<file path="config.mk">
export PLATFORM = sky130hd
export DESIGN_NAME = mem_bridge
export DESIGN_NICKNAME = d
export VERILOG_FILES = /design/src/rtl/mem_bridge.sv
export SDC_FILE = /design/constraint.sdc
export NUM_CORES = 1
export LEC_CHECK = 0
export ABC_AREA = 1
export CORE_MARGIN = 2
export CORE_UTILIZATION = 30
export CTS_CLUSTER_SIZE = 24
export DETAILED_ROUTE_END_ITERATION = 7
export PLACE_DENSITY = 0.69
export SETUP_SLACK_MARGIN = 0.4
export SYNTH_ARGS = -nofsm -noshare
export SYNTH_HDL_FRONTEND = slang
export SYNTH_SLANG_ARGS = --single-unit
</file>
<file path="constraint.sdc">
create_clock -name clk -period 11.3 [get_ports clk]
set_input_delay 1.13 -clock clk [delete_from_list [all_inputs] [get_ports clk]]
set_output_delay 1.13 -clock clk [all_outputs]
set_load 0.005 [all_outputs]
</file>
<file path="src/rtl/mem_bridge.sv">
`default_nettype none
//============================================================================
// Module   : mem_bridge
// Brief    : M-stage load/store bridge to data memory and MMIO timers/IG.
// Revision : 1.0 - initial release
//============================================================================
module mem_bridge (
  input  logic        clk,
  input  logic        reset,
  input  logic        req_valid,
  input  logic        req_we,
  input  logic [31:0] req_addr,
  input  logic [31:0] req_wdata,
  input  logic [3:0]  req_byteen,
  input  logic        req_kill,
  output logic        stall,
  output logic [31:0] M_readData,
  output logic        exc_adr,
  output logic        dm_req,
  output logic        dm_we,
  output logic [31:0] dm_addr,
  output logic [31:0] dm_wdata,
  output logic [3:0]  dm_byteen,
  input  logic [31:0] dm_rdata,
  input  logic        dm_ready,
  output logic [31:0] dev_addr,
  output logic [31:0] dev_wdata,
  output logic        tc0_we,
  output logic        tc1_we,
  output logic        ig_we,
  input  logic [31:0] tc0_rdata,
  input  logic [31:0] tc1_rdata
);

  typedef enum logic [1:0] {
    IDLE    = 2'd0,
    DM_WAIT = 2'd1,
    RESP    = 2'd2,
    DRAIN   = 2'd3
  } state_t;

  state_t      r_state;
  logic [31:0] r_readData;
  logic [31:0] r_dmAddr;
  logic [31:0] r_dmWdata;
  logic [3:0]  r_dmByteen;
  logic        r_dmWe;

  logic        w_inDm;
  logic        w_inTc0;
  logic        w_inTc1;
  logic        w_inIg;
  logic        w_inDev;
  logic        w_illegal;
  logic        w_idleReq;
  logic        w_go;
  logic        w_issueDm;
  logic        w_issueDev;
  logic        w_dmBusy;
  logic [3:0]  w_reqByteen;

  // Address decode; timers expose three words, the fourth slot is unmapped.
  assign w_inDm  = (req_addr < 32'h0000_3000);
  assign w_inTc0 = (req_addr[31:4] == 28'h00007F0) && (req_addr[3:2] != 2'b11);
  assign w_inTc1 = (req_addr[31:4] == 28'h00007F1) && (req_addr[3:2] != 2'b11);
  assign w_inIg  = (req_addr[31:2] == 30'h00001FC8);
  assign w_inDev = w_inTc0 | w_inTc1 | w_inIg;

  assign w_illegal = ~(w_inDm | w_inDev)
                   | (w_inDev & req_we & (req_byteen != 4'b1111))
                   | ((w_inTc0 | w_inTc1) & req_we & (req_addr[3:2] == 2'b10))
                   | (w_inDev & ~req_we & (req_addr[1:0] != 2'b00));

  assign w_idleReq  = (r_state == IDLE) & req_valid & ~reset;
  assign w_go       = w_idleReq & ~w_illegal & ~req_kill;
  assign w_issueDm  = w_go & w_inDm;
  assign w_issueDev = w_go & w_inDev;
  assign w_dmBusy   = (r_state == DM_WAIT) | (r_state == DRAIN);

  // Loads always fetch the full word; the extension stage picks the lanes.
  assign w_reqByteen = req_we ? req_byteen : 4'b1111;

  assign exc_adr    = w_idleReq & w_illegal;
  assign stall      = w_go | w_dmBusy;
  assign M_readData = exc_adr ? 32'h0 : r_readData;

  always_comb begin
    dm_req    = 1'b0;
    dm_we     = 1'b0;
    dm_addr   = 32'h0;
    dm_wdata  = 32'h0;
    dm_byteen = 4'h0;
    dev_addr  = 32'h0;
    dev_wdata = 32'h0;
    tc0_we    = 1'b0;
    tc1_we    = 1'b0;
    ig_we     = 1'b0;
    if (w_issueDm) begin
      dm_req    = 1'b1;
      dm_we     = req_we;
      dm_addr   = req_addr;
      dm_wdata  = req_wdata;
      dm_byteen = w_reqByteen;
    end else if (w_dmBusy) begin
      dm_req    = 1'b1;
      dm_we     = r_dmWe;
      dm_addr   = r_dmAddr;
      dm_wdata  = r_dmWdata;
      dm_byteen = r_dmByteen;
    end
    if (w_issueDev) begin
      dev_addr  = req_addr;
      dev_wdata = req_wdata;
      tc0_we    = req_we & w_inTc0;
      tc1_we    = req_we & w_inTc1;
      ig_we     = req_we & w_inIg;
    end
  end

  always_ff @(posedge clk or posedge reset) begin
    if (reset) begin
      r_state    <= IDLE;
      r_readData <= 32'h0;
      r_dmAddr   <= 32'h0;
      r_dmWdata  <= 32'h0;
      r_dmByteen <= 4'h0;
      r_dmWe     <= 1'b0;
    end else begin
      case (r_state)
        IDLE: begin
          if (w_issueDm) begin
            r_dmWe     <= req_we;
            r_dmAddr   <= req_addr;
            r_dmWdata  <= req_wdata;
            r_dmByteen <= w_reqByteen;
            if (dm_ready) begin
              r_readData <= dm_rdata;
              r_state    <= RESP;
            end else begin
              r_state <= DM_WAIT;
            end
          end else if (w_issueDev) begin
            if (!req_we) begin
              r_readData <= w_inTc0 ? tc0_rdata :
                            w_inTc1 ? tc1_rdata : 32'h0;
            end
            r_state <= RESP;
          end
        end
        DM_WAIT: begin
          // A kill coinciding with the handshake finishes it and drops the data.
          if (dm_ready) begin
            if (req_kill) begin
              r_state <= IDLE;
            end else begin
              r_readData <= dm_rdata;
              r_state    <= RESP;
            end
          end else if (req_kill) begin
            r_state <= DRAIN;
          end
        end
        DRAIN: begin
          if (dm_ready) begin
            r_state <= IDLE;
          end
        end
        RESP: begin
          r_state <= IDLE;
        end
        default: begin
          r_state <= IDLE;
        end
      endcase
    end
  end

endmodule
`default_nettype wire

</file>
==> results by group <==
Logic synthesis
  • Number of synthesized flops with an enable pin: 0
  • Synth top area share: 41.2%
  • Synthesis-stage register bit count: about 100
  • Post-synthesis sequential area ratio: around two fifths
  • Cells after synthesis: ~930
  • Async SR Flop Fraction: 100%
  • Yosys warning count: 0
  • Largest area contributor in the netlist: dfrtp_1
  • Post-Syn Area per Cell: approximately 6.8 um^2
  • Synth cell types: 26
  • Syn Std Cell Area: 6260 um^2
  • Synth Flop Type: dfrtp_1
  • Commonest cells in the netlist: nand2_1 (242), inv_1 (185), dfrtp_1 (103), o21ai_0 (103), nor2_1 (95)
  • Ranking of synthesized cells by area: dfrtp_1 (41%), nand2_1 (15%), inv_1 (11%), o21ai_0 (8.2%), nor2_1 (5.7%)
  • Top-count cell post-synth: nand2_1

Global routing
  • Largest net degree at the start of global routing: between 90 and 100
  • GRT overflow: 0
  • Number of global-route vias before repair: 6,524
  • First-pass GRT wire length: 33,100 um
  • All-Layer GR Usage: a little under a fifth
  • Initial antenna violation count: 0

Floorplanning
  • Starting Density: between 30% and 40%
  • Die height: around 150 um
  • Cell row count: between 50 and 60
  • I/O pins: between 300 and 400
  • Die ar.: ~22,000 um^2
  • Die Wd: about 150 um
  • Core footprint: ~20,000 um^2

Clock network
  • PostCTS Resize Cnt: 0
  • CTS Buf Count: 9
  • Clock H-tree levels: 3
  • CTS tree: built
  • Setup Buffers After CTS: 0
  • Clock Root Buffer: clkbuf_16
  • Clock buffer depth: 2
  • CTS Sinks: approximately 100
  • Reg clk slew, reported paths: 0.07 ns
  • # hold bufs at CTS: 0
  • Skew-Pair Late Insertion Delay: roughly 0.35 ns

Cells and area
  • # diodes: 0
  • # fillers: about 2,000
  • Multi-input gate area: between 2000 and 3000 um^2
  • Total Nets Final: approximately 1,400
  • Share of cells above drive strength 1: under 10%
  • Synth-to-Final Area Change: 57.1%
  • Register area: ~2600 um^2
  • Core Util, Final: 48.3%

Timing
  • Fmax: ~160 MHz
  • Fin crit share: between 50% and 60%
  • Hold WS: about 0.47 ns
  • Number of setup violations in the final report: 0
  • Final hold vios: 0
  • Clk_skew: roughly 0.0088 ns
  • Min cycle time layout: 6.24 ns
  • Final Max Tran Viols: 0
  • Worst slew margin: 25.9%
  • Slew @ Worst Pin: ~1.1 ns
  • Unrepaired setup endpoints after global routing: no
  • Total negative slack: 0 ns

Power and ir drop
  • Peak supply drop: around 0.065 mV
  • PwrDens: about 90 nW/um^2
  • Leakage: roughly 0.0051 uW

Setup path
  • Startpoint types: input port
  • Worst Path Class, Setup: input port to output port
  • CP Data Required Time: 10.17 ns
  • CP Max Fanout: 95
  • Setup crit end kind: output port
  • Worst Path Arrival: just over 5 ns

Hold path
  • Worst hold path type: flop to flop

Drt
  • Final ANT Viol Nets: 0
  • WL/cell: roughly 14 um
  • Final wirelength: between 20,000 and 25,000 um
  • Drt first pass iters: 4
  • Post-route DRC violation count: 0
  • Vias per cell: 4.48
  • First DRT Iteration DRCs: between 300 and 400
  • Routed vias: 6,659

Place
  • # port buffers: about 320
  • HPWL after detailed placement: 15,700 um
  • Gpl congestion: approximately 0.80

Run status
  • Status: completed

Job
  • Max-Cap Viols: 0
==> area by class of cell <==
type / instances / area share, %
timing repair buffer: 326 / 33.0
multi-input combinational: 584 / 27.0
sequential: 103 / 26.2
inverter: 187 / 7.16
tap: 270 / 3.43
clock buffer: 11 / 2.57
clock inverter: 5 / 0.623
==> cell families (layout without fill, tap and decap cells) <==
kind of cell,Yosys count,count (layout),synth area share [%]
and+or+nand+nor,418,418,27.4
AOI/OAI and AO/OA,147,147,13.8
DFF,103,103,41.2
other,1,19,0.0599
buffers and inverters,257,529,17.6
==> state kept, by name (all words and copies together), names as in the netlist <==
register / flops
r_dmWdata: 32
r_readData: 32
r_dmWe: 1
r_dmByteen: 4
r_dmAddr: 32
r_state: 2
==> per-stage QoR <==
stage	power, uW	worst slack (ns)	std cells	cell area [um^2]
finish	888	5.06	1486	9840
global route	932	4.63	1486	9840
CTS	902	5.02	1486	9840
detailed placement	567	5.02	1470	9520
global placement	564	5.19	1470	9520
floorplan	465	5.49	944	6330
==> power breakdown <==
group / internal [uW] / total [uW] / switching [uW]
combinational: 93.8 / 161 / 67.6
clock: 186 / 331 / 145
sequential: 387 / 396 / 9.73
==> cell usage in the layout, fill, tap and decap left out, drive strengths merged, types with 4 or more instances in the layout <==
cell           Yosys  routed
clkdlybuf4s50      0     321
nand2            244     244
inv              186     188
o21ai            109     109
dfrtp            103     103
nor2              97      97
nand3             69      69
a22o              32      32
conb               1      19
clkbuf            16      11
buf               54       5
nand4              4       4
==> worst max-delay path, stage by stage <==
cell	delay [ns]
clkdlybuf4s50_1	0.40
inv_1	0.06
nand2_1	0.06
nor2_1	0.22
nand3_1	0.17
nor2_4	0.22
o211ai_1	0.13
nand2_2	0.14
nand4_4	0.66
inv_2	0.32
buf_4	0.66
nand2_1	0.20
o21ai_0	0.13
clkdlybuf4s50_1	0.54
==> final timing paths <==
kind	from	to	slack (ns)	depth (start not counted)
max in group asynchronous	reset	r_readData[28]$_DFFE_PP0P_	8.87	3
max reg2reg	r_state[0]$_DFFE_PP0P_	r_readData[10]$_DFFE_PP0P_	7.41	9
min reg2reg	r_dmAddr[30]$_DFFE_PP0P_	r_dmAddr[30]$_DFFE_PP0P_	0.47	2
min in group asynchronous	reset	r_dmAddr[29]$_DFFE_PP0P_	1.13	2
min	r_dmAddr[30]$_DFFE_PP0P_	r_dmAddr[30]$_DFFE_PP0P_	0.47	2
max	req_addr[19]	dm_wdata[31]	5.06	14
==> routing by layer <==
layer / up-vias / global-route usage (%) / wire, um
li1: 3355 / - / -
met4: 0 / 7.38 / 584
met2: 211 / 32.6 / 10300
met5: - / 0 / 0
met3: 35 / 4.51 / 1440
met1: 3058 / 22.7 / 8780
No activity file was read; power rests on OpenSTA's default activity.
